File: src/rtl/mdu_pkg.sv
// Shared definitions for the multi-cycle multiply/divide engine.
// Latency: none (declarations only).
// Backpressure: not applicable.
// Contents: default operand width, op encoding, sequencer state enum.
package mdu_pkg;

   localparam int MDU_WIDTH = 32;

   localparam logic OP_MUL = 1'b0;
   localparam logic OP_DIV = 1'b1;

   typedef enum logic [1:0] {
      IDLE   = 2'd0,
      RUN    = 2'd1,
      FINISH = 2'd2,
      DONE   = 2'd3
   } state_t;

endpackage

File: src/rtl/addsub.sv
// Combinational W-bit adder/subtractor shared by the Booth and non-restoring steps.
// Latency: combinational, zero cycles.
// Backpressure: none.
// Ports: x, y operands; sub selects x-y (1) or x+y (0); s result, modulo 2^W.
module addsub #(
   parameter int W = 33
) (
   input  logic [W-1:0] x,
   input  logic [W-1:0] y,
   input  logic         sub,
   output logic [W-1:0] s
);

   assign s = sub ? (x - y) : (x + y);

endmodule

File: src/rtl/mul_div_unit.sv
// Signed WIDTHxWIDTH multiply (radix-2 Booth) and WIDTH/WIDTH divide (non-restoring).
// Latency: done WIDTH+1 edges after the start edge; divide-by-zero done 1 edge after it.
// Backpressure: start is only sampled in IDLE; requests while busy or in DONE are dropped.
// Ports: clk, rst_n (sync, active-low); start/op/a/b request; busy, done, div_zero status;
//        zhigh/zlow result (MUL: product hi/lo, DIV: remainder/quotient), held until replaced.
module mul_div_unit
   import mdu_pkg::*;
#(
   parameter int WIDTH = MDU_WIDTH
) (
   input  logic             clk,
   input  logic             rst_n,
   input  logic             start,
   input  logic             op,
   input  logic [WIDTH-1:0] a,
   input  logic [WIDTH-1:0] b,
   output logic             busy,
   output logic             done,
   output logic             div_zero,
   output logic [WIDTH-1:0] zhigh,
   output logic [WIDTH-1:0] zlow
);

   localparam int CW = $clog2(WIDTH);

   state_t           state;
   logic [CW-1:0]    cnt;
   logic             op_r;
   logic             sa;           // sign of a at capture
   logic             sb;           // sign of b at capture
   logic [WIDTH:0]   r;            // P_hi for MUL, partial remainder for DIV
   logic [WIDTH-1:0] q;            // P_lo for MUL, quotient bits for DIV
   logic             qm1;          // Booth q-1 bit
   logic [WIDTH:0]   m;            // sign-extended multiplicand or |b|

   logic [WIDTH-1:0] abs_a;
   logic [WIDTH-1:0] abs_b;
   logic [WIDTH:0]   r_sh;
   logic [WIDTH:0]   add_x;
   logic             add_sub;
   logic [WIDTH:0]   sum;
   logic [1:0]       pair;
   logic             booth_add;
   logic [2*WIDTH+1:0] booth_pre;
   logic [2*WIDTH+1:0] booth_sh;
   logic [WIDTH-1:0] rem_mag;

   // Magnitudes as unsigned WIDTH-bit values: the most negative input maps to 2^(WIDTH-1).
   assign abs_a = a[WIDTH-1] ? (~a + 1'b1) : a;
   assign abs_b = b[WIDTH-1] ? (~b + 1'b1) : b;

   assign r_sh = {r[WIDTH-1:0], q[WIDTH-1]};
   assign pair = {q[0], qm1};
   assign booth_add = (pair == 2'b01) || (pair == 2'b10);

   // One adder serves the Booth step, the non-restoring step and the final restore.
   always_comb begin
      add_x   = r;
      add_sub = 1'b0;
      if (state == RUN) begin
         if (op_r == OP_DIV) begin
            add_x   = r_sh;
            add_sub = ~r[WIDTH];
         end else begin
            add_sub = (pair == 2'b10);
         end
      end
   end

   addsub #(.W(WIDTH + 1)) u_addsub (
      .x   (add_x),
      .y   (m),
      .sub (add_sub),
      .s   (sum)
   );

   // 33-bit P_hi keeps the intermediate value of (-2^31)*(-2^31) from wrapping.
   assign booth_pre = {(booth_add ? sum : r), q, qm1};
   assign booth_sh  = {booth_pre[2*WIDTH+1], booth_pre[2*WIDTH+1:1]};

   // In FINISH the adder computes r + |b|, i.e. the restored remainder.
   assign rem_mag = r[WIDTH] ? sum[WIDTH-1:0] : r[WIDTH-1:0];

   always_ff @(posedge clk) begin
      if (!rst_n) begin
         state    <= IDLE;
         cnt      <= '0;
         op_r     <= 1'b0;
         sa       <= 1'b0;
         sb       <= 1'b0;
         r        <= '0;
         q        <= '0;
         qm1      <= 1'b0;
         m        <= '0;
         busy     <= 1'b0;
         done     <= 1'b0;
         div_zero <= 1'b0;
         zhigh    <= '0;
         zlow     <= '0;
      end else begin
         case (state)
            IDLE: begin
               done <= 1'b0;
               if (start) begin
                  op_r     <= op;
                  sa       <= a[WIDTH-1];
                  sb       <= b[WIDTH-1];
                  cnt      <= '0;
                  div_zero <= 1'b0;
                  busy     <= 1'b1;
                  r        <= '0;
                  qm1      <= 1'b0;
                  if (op == OP_DIV) begin
                     q     <= abs_a;
                     m     <= {1'b0, abs_b};
                     state <= (b == '0) ? FINISH : RUN;
                  end else begin
                     q     <= b;
                     m     <= {a[WIDTH-1], a};
                     state <= RUN;
                  end
               end
            end
            RUN: begin
               if (op_r == OP_MUL) begin
                  {r, q, qm1} <= booth_sh;
               end else begin
                  r <= sum;
                  q <= {q[WIDTH-2:0], ~sum[WIDTH]};
               end
               cnt <= cnt + 1'b1;
               if (cnt == CW'(WIDTH - 1)) begin
                  state <= FINISH;
               end
            end
            FINISH: begin
               busy  <= 1'b0;
               done  <= 1'b1;
               state <= DONE;
               if (op_r == OP_MUL) begin
                  zhigh <= r[WIDTH-1:0];
                  zlow  <= q;
               end else if (m == '0) begin
                  // q still holds |a|, so re-applying the sign recovers a.
                  zhigh    <= sa ? (~q + 1'b1) : q;
                  zlow     <= '1;
                  div_zero <= 1'b1;
               end else begin
                  zlow  <= (sa ^ sb) ? (~q + 1'b1) : q;
                  zhigh <= sa ? (~rem_mag + 1'b1) : rem_mag;
               end
            end
            DONE: begin
               done  <= 1'b0;
               state <= IDLE;
            end
            default: state <= IDLE;
         endcase
      end
   end

endmodule

File: config.mk
export PLATFORM = sky130hd
export DESIGN_NAME = mul_div_unit
export DESIGN_NICKNAME = d
export VERILOG_FILES = /design/src/rtl/mdu_pkg.sv /design/src/rtl/addsub.sv /design/src/rtl/mul_div_unit.sv
export SDC_FILE = /design/constraint.sdc
export NUM_CORES = 1
export LEC_CHECK = 0
export ABC_CLOCK_PERIOD_IN_PS = 5950
export BUFFER_PORTS_ARGS = -buffer_cell sky130_fd_sc_hd__buf_4
export CAP_MARGIN = 20
export CORE_MARGIN = 10
export CORE_UTILIZATION = 47
export CTS_BUF_LIST = sky130_fd_sc_hd__clkbuf_4 sky130_fd_sc_hd__clkbuf_8 sky130_fd_sc_hd__clkbuf_16
export CTS_CLUSTER_SIZE = 20
export DETAILED_ROUTE_END_ITERATION = 10
export PLACE_DENSITY = 0.68
export SKIP_CTS_REPAIR_TIMING = 1
export SYNTH_ARGS = -nofsm -noshare
export SYNTH_HDL_FRONTEND = slang
export SYNTH_HIERARCHICAL = 1
export SYNTH_SLANG_ARGS = --single-unit
File: constraint.sdc
create_clock -name clk -period 5.95 [get_ports clk]
set_input_delay 0.595 -clock clk [delete_from_list [all_inputs] [get_ports clk]]
set_output_delay 0.595 -clock clk [all_outputs]
set_load 0.01 [all_outputs]
==> metrics.md, run 1 <==
| Metric | Value |
|---|---|
| DRT Pass-1 Iters | `8` |
| Core area | `33530 um2` |
| Io pins | `135` |
| Pins Over Slew Limit | `0` |
| EDFF count, synth | `0` |
| Max Root-Sink Buffers | `2` |
| Peak supply drop | `0.2718 mV` |
| Final hold violation count | `0` |
| Worst path required time | `6.31 ns` |
| Async S/R FF share, synth | `0%` |
| Die width | `204.4 um` |
| Clk Latency, worst-skew pair | `0.46 ns` |
| Avg Cell Area, Syn | `7.445 um2` |
| Tmin final | `5.514 ns` |
| Critical Path End Type | `flop` |
| Filler Cell Count | `3323` |
| Synth Flop Type | `dfxtp_1` |
| Relative slew slack | `27.49%` |
| Number of remaining DRC errors | `0` |
| Multi-input gate area | `11650 um2` |
| Synthesis-stage register bit count | `176` |
| Die Ht | `204.4 um` |
| FF+latch area | `3530 um2` |
| Final instance area | `17740 um2` |
| Final Worst Setup Slack | `0.4364 ns` |
| Die footprint | `41790 um2` |
| Clk root buf | `clkbuf_16` |
| Final Cycle Share | `92.67%` |
| IO buf count | `134` |
| Static leakage | `6.913 nW` |
| CTS tree | `yes` |
| Total number of vias | `17410` |
| Worst min-delay path category | `reg -> reg` |
| Layout cells sized above 1 | `14.51%` |
| Num CTS Buffers | `17` |
| Detailed Route Iter0 Violations | `2095` |
| Status | `finished clean` |
| Pre-CTS setup slack | `0.5341 ns` |
| Max Freq | `181.4 MHz` |
| Worst-path maximum fanout | `20` |
| Pin count of the biggest net entering global routing | `82` |
| Post-synth cell types | `90` |
| CP arrival | `5.88 ns` |
| Initial core utilization | `47.67%` |
| Unrepaired setup endpoints after global routing | `false` |
| First-pass GRT wire length | `99960 um` |
| Setup_tns | `0 ns` |
| GR Overflow Total | `0` |
| Clk sink count | `176` |
| FP Rows | `67` |
| Total Nets Final | `2264` |
| Initial antenna violation count | `1` |
| Synth top area share | `22.04%` |
| Area Overhead vs Synth | `11.00%` |
| Hpwl dp | `49690 um` |
| RD Place Congestion | `0.9868` |
| Min Hold Slack | `0.4574 ns` |
| Synth area leaders | `dfxtp_1, mux2i_1, o21ai_0` |
| Post-Syn Area | `15990 um2` |
| Fin util | `52.92%` |
| Worst setup SP type | `flop` |
| Reg clk slew, reported paths | `0.07 ns` |
| Post-DP Area | `17150 um2` |
| Final setup viols | `0` |
| Cell taking the most area after synthesis | `dfxtp_1` |
| Yosys warning count | `6` |
| DR WL/cell | `25.33 um` |
| Max-Cap Viols | `0` |
| Crit Path Class | `reg -> reg` |
| Post-route ant nets | `0` |
| DRT Wirelength | `66180 um` |
| Syn Inst Count | `2147` |
| Vias in the first global route | `16170` |
| Seq/Total Area, Yosys | `22.04%` |
| PwrDens | `430.9 nW/um2` |
| Vias per cell | `6.661` |
| GRT Total Usage | `30.61%` |
| Clk_skew | `0.02224 ns` |
| H-tree levels | `4` |
| Post-Syn Nets | `2260` |
| Worst-margin pin slew | `1.088 ns` |
[per-layer routing]
metal / part of all wire, % / GRT usage, %
met5: 0 / 0
met4: 3.8 / 11.98
met3: 8.4 / 6.768
met2: 47 / 50.53
met1: 41 / 37.99
[metrics by stage]
| stage | power, mW | std cells |
|---|---|---|
| after floorplan | 4.808 | 2147 |
| after global placement | 6.298 | 2580 |
| after detailed placement | 6.351 | 2580 |
| after CTS | 7.503 | 2612 |
| after global routing | 8.067 | 2612 |
| final | 7.645 | 2613 |
[Yosys cell counts, drive strengths merged (30+ instances only)]
cell	number
nand3	48
nor3	62
mux2	59
inv	38
dfxtp	176
mux2i	96
o21ai	169
nor4	41
ha	44
a211oi	36
a21oi	154
a31oi	34
nor2	207
or4	30
a22oi	37
or3	38
clkbuf	159
xor2	58
xnor2	91
o31ai	31
nand2	182
[kinds of logic after synthesis]
kind of cell,count (synthesis),synth area share [%]
and+or+nand+nor,742,23.10
AOI/OAI and AO/OA,654,26.90
buffers and inverters,221,5.307
DFF,176,22.04
muxes,160,10.87
xor gates and xnor gates,149,8.211
adders and majority gates,45,3.569
[cell usage in the layout, fill, tap and decap left out, drive strengths merged, types with 38 or more instances in the layout]
| cell type | n |
|---|---|
| a21oi | 154 |
| dfxtp | 176 |
| or3 | 38 |
| inv | 43 |
| o21ai | 169 |
| buf | 168 |
| ha | 44 |
| xor2 | 58 |
| nor4 | 41 |
| nor2 | 207 |
| nand2 | 182 |
| mux2 | 59 |
| xnor2 | 91 |
| nor3 | 62 |
| mux2i | 96 |
| nand3 | 48 |
[state kept, by name (all words and copies together) (netlist names), 2 cells and up]
signal  count
cnt         5
m          33
q          32
r          33
state       2
zhigh      32
zlow       32
[path summary, 6_finish.rpt]
path,from,endpoint,slack (ns),cells after the start
max,state[1],zhigh[27],0.44,21
min,zlow[30],zlow[30],0.46,2
max reg2reg,state[1],zhigh[27],0.44,21
min reg2reg,zlow[30],zlow[30],0.46,2
[critical path, cell delays in order, from the launching register on]
cell      delay [ns]
dfxtp_1         0.37
inv_1           0.10
ha_2            0.21
nand2_1         0.09
buf_4           0.22
buf_4           0.30
mux2_2          0.37
ha_1            0.37
a21oi_1         0.23
o221ai_1        0.17
a41o_1          0.30
a21oi_1         0.14
o21ai_1         0.13
a41o_1          0.32
or2_1           0.26
xor2_1          0.21
nor4b_1         0.44
o22ai_1         0.18
nand2b_1        0.24
or2_2           0.31
o221a_2         0.23
o31ai_2         0.21
[where the power goes]
part	internal [mW]	switching, mW
Combinational	1.58	2.96
Sequential	1.44	0.504
Clock	0.626	0.530
[area by class of cell]
cell class / instances / area share [%]
flip-flops and latches: 176 / 19.89
repair buffers: 168 / 7.108
clock buffers: 20 / 2.658
multi-input cells: 1750 / 65.68
well taps: 448 / 3.159
diodes: 1 / 0.01410
inverters: 38 / 0.8038
clock inverters: 12 / 0.6840
No activity file was read; power rests on OpenSTA's default activity.
==> inputs of run 2 (changes only) <==
--- a/config.mk
+++ b/config.mk
@@ -17,5 +17,4 @@
 export SKIP_CTS_REPAIR_TIMING = 1
 export SYNTH_ARGS = -nofsm -noshare
 export SYNTH_HDL_FRONTEND = slang
-export SYNTH_HIERARCHICAL = 1
 export SYNTH_SLANG_ARGS = --single-unit
==> metrics.md, run 2 <==
| Metric | Value |
|---|---|
| R2R setup slack | `0.38 ns` |
| Number of remaining DRC errors | `0` |
| Hold Crit Start | `zhigh[7]` |
| Synth top area share | `22.11%` |
| CP arrival | `5.94 ns` |
| H-tree levels | `4` |
| Detailed Route Iter0 Violations | `1693` |
| Worst setup SP type | `flop` |
| Synth Flop Type | `dfxtp_1` |
| Vias per cell | `6.258` |
| Layout cells sized above 1 | `13.91%` |
| Synth cell count leaders | `nor2_1, nand2_1, a21oi_1, dfxtp_1, clkbuf_1` |
| Commonest cells after routing, fill and taps aside | `nor2_1, nand2_1, a21oi_1` |
| Non-Filler Instances | `2664` |
| Max Freq | `179.5 MHz` |
| EDFF count, synth | `0` |
| Initial core utilization | `47.52%` |
| CTS tree | `yes` |
| Area Overhead vs Synth | `10.81%` |
| Cell taking the most area after synthesis | `dfxtp_1` |
| Peak supply drop | `0.4306 mV` |
| Static leakage | `6.710 nW` |
| IO buf count | `134` |
| Post-DP Area | `17030 um2` |
| Dpl cells | `2631` |
| Initial antenna violation count | `0` |
| Final instance area | `17660 um2` |
| Async S/R FF share, synth | `0%` |
| Most common cell in the netlist | `nor2_1` |
| Hpwl dp | `44800 um` |
| Crit Path Class | `reg -> reg` |
| Most common cell after layout, fill and taps aside | `nor2_1` |
| Setup_tns | `0 ns` |
| Reg clk slew, reported paths | `0.07 ns` |
| Post-Syn Nets | `2318` |
| Pre-CTS setup slack | `0.3192 ns` |
| Worst-margin pin slew | `0.9158 ns` |
| Clk Latency, worst-skew pair | `0.45 ns` |
| Die footprint | `41670 um2` |
| Pins Over Slew Limit | `0` |
| RD Place Congestion | `0.9549` |
| Max Root-Sink Buffers | `2` |
| Final Cycle Share | `93.61%` |
| Register-to-Register Path Depth | `19` |
| Syn Inst Count | `2204` |
| Io pins | `135` |
| FP Rows | `67` |
| Seq/Total Area, Yosys | `22.11%` |
| Worst r2r src | `m[7]` |
| Status | `finished clean` |
| Hold Crit Depth | `2` |
| Final setup viols | `0` |
| DRT Wirelength | `59090 um` |
| GR Overflow Total | `0` |
| Core area | `33530 um2` |
| Synth area leaders | `dfxtp_1, nor2_1, a21oi_1` |
| Pin count of the biggest net entering global routing | `118` |
| Yosys warning count | `0` |
| First-pass GRT wire length | `90630 um` |
| Fin util | `52.66%` |
| Largest registers | `m x33, r x33` |
| Die width | `204.1 um` |
| Critical Path End Type | `flop` |
| Total number of vias | `16670` |
| GRT Total Usage | `27.42%` |
| Clk root buf | `clkbuf_16` |
| Hold Path End | `zhigh[7]` |
| Avg Cell Area, Syn | `7.230 um2` |
| Tmin final | `5.570 ns` |
| DR WL/cell | `22.18 um` |
| Post-route ant nets | `0` |
| Post-synth cell types | `102` |
| Final hold violation count | `0` |
| Clk sink count | `176` |
| Post-Syn Area | `15940 um2` |
| Total Nets Final | `2316` |
| Synthesis-stage register bit count | `176` |
| Worst path required time | `6.32 ns` |
| Vias in the first global route | `15180` |
| Clk_skew | `0.01471 ns` |
| DRT Pass-1 Iters | `6` |
| PwrDens | `456.0 nW/um2` |
| Max-Cap Viols | `0` |
| RR Endpoint | `zhigh[30]` |
| Worst-path maximum fanout | `7` |
| Relative slew slack | `38.95%` |
| Die Ht | `204.1 um` |
| Num CTS Buffers | `17` |
| Worst min-delay path category | `reg -> reg` |
| Final Worst Setup Slack | `0.3804 ns` |
-- run 2: changes by cell type after synthesis, moves of 20 or more --
cell	previous run	this run
clkbuf_1	158	135
nor2_1	207	303
nand3_1	48	23
or4_1	30	10
o211ai_1	20	47
nor4_1	40	12
o21ai_0	161	127
nand2_1	182	224
xor2_1	58	100
a211oi_1	36	70
xnor2_1	90	65
nor3_1	61	40
a21oi_1	153	215
mux2_2	59	33
-- run 2: cell families (layout without fill, tap and decap cells) --
| logic type | count (synthesis) | in the layout | share of synthesized area, % |
|---|---|---|---|
| AO/OA/AOI/OAI | 695 | 695 | 28.67 |
| XOR/XNOR | 165 | 165 | 9.069 |
| adder cells (fa/ha/maj) | 46 | 46 | 3.659 |
| buffers and inverters | 229 | 240 | 5.708 |
| flip-flops | 176 | 176 | 22.11 |
| multiplexers | 111 | 111 | 7.310 |
| other | 0 | 1 | 0 |
| AND/OR/NAND/NOR | 782 | 782 | 23.48 |
-- run 2: stage by stage --
step           hold WS, ns  power [mW]
2_1_floorplan       0.4537       5.352
3_3_place_gp        0.4604       6.713
3_5_place_dp        0.4677       6.773
4_1_cts             0.4782       7.937
5_1_grt             0.5074       8.594
6_report            0.4781       8.052
-- run 2: critical path, cell delays in order, from the launching register on --
cell,delay [ns]
dfxtp_1,0.36
or4_1,0.58
or3_1,0.39
or2_2,0.32
nor2_1,0.24
nand2_1,0.09
nand2_1,0.17
xor2_1,0.26
ha_1,0.35
a21oi_1,0.22
o21ai_0,0.27
a221o_1,0.42
a21oi_1,0.25
o311ai_4,0.19
o31ai_2,0.31
xnor2_1,0.26
a21oi_1,0.17
nor4b_1,0.20
mux2_2,0.28
nor3_1,0.17
-- run 2: power by group --
group / internal (mW) / leakage [nW] / switching (mW) / total (mW)
sequential: 1.42 / 1.43 / 0.457 / 1.88
clock: 0.611 / 0.288 / 0.555 / 1.17
combinational: 1.81 / 4.99 / 3.20 / 5.01
total: 3.84 / 6.71 / 4.21 / 8.05
-- run 2: worst max-delay path by stage --
stage | to | startpoint | slack, ns | depth (start not counted)
floorplan | zhigh[25] | r[32] | 1.13 | 21
global placement | zhigh[31] | m[7] | 0.45 | 17
detailed placement | zhigh[31] | m[7] | 0.32 | 19
CTS | zhigh[25] | m[7] | 0.30 | 17
global route | zhigh[31] | m[7] | -0.03 | 19
finish | zhigh[30] | m[7] | 0.38 | 19
-- run 2: cell type report --
| type | count | area [um2] |
|---|---|---|
| repair buffers | 161 | 1221 |
| flip-flops and latches | 176 | 3530 |
| diodes | 1 | 2.502 |
| multi-input cells | 1799 | 11570 |
| clock buffers | 19 | 446.7 |
| well taps | 448 | 560.5 |
| clock inverters | 13 | 146.4 |
| inverters | 47 | 178.9 |
| fillers | 3371 | 15870 |
-- run 2: routing by layer --
metal | track usage (%) | share of wire (%) | vias up
li1 | - | - | 7944
met1 | 36.99 | 43 | 7940
met2 | 43.21 | 45 | 699
met3 | 5.231 | 8.5 | 88
met4 | 8.569 | 2.9 | 0
met5 | 0 | 0 | -
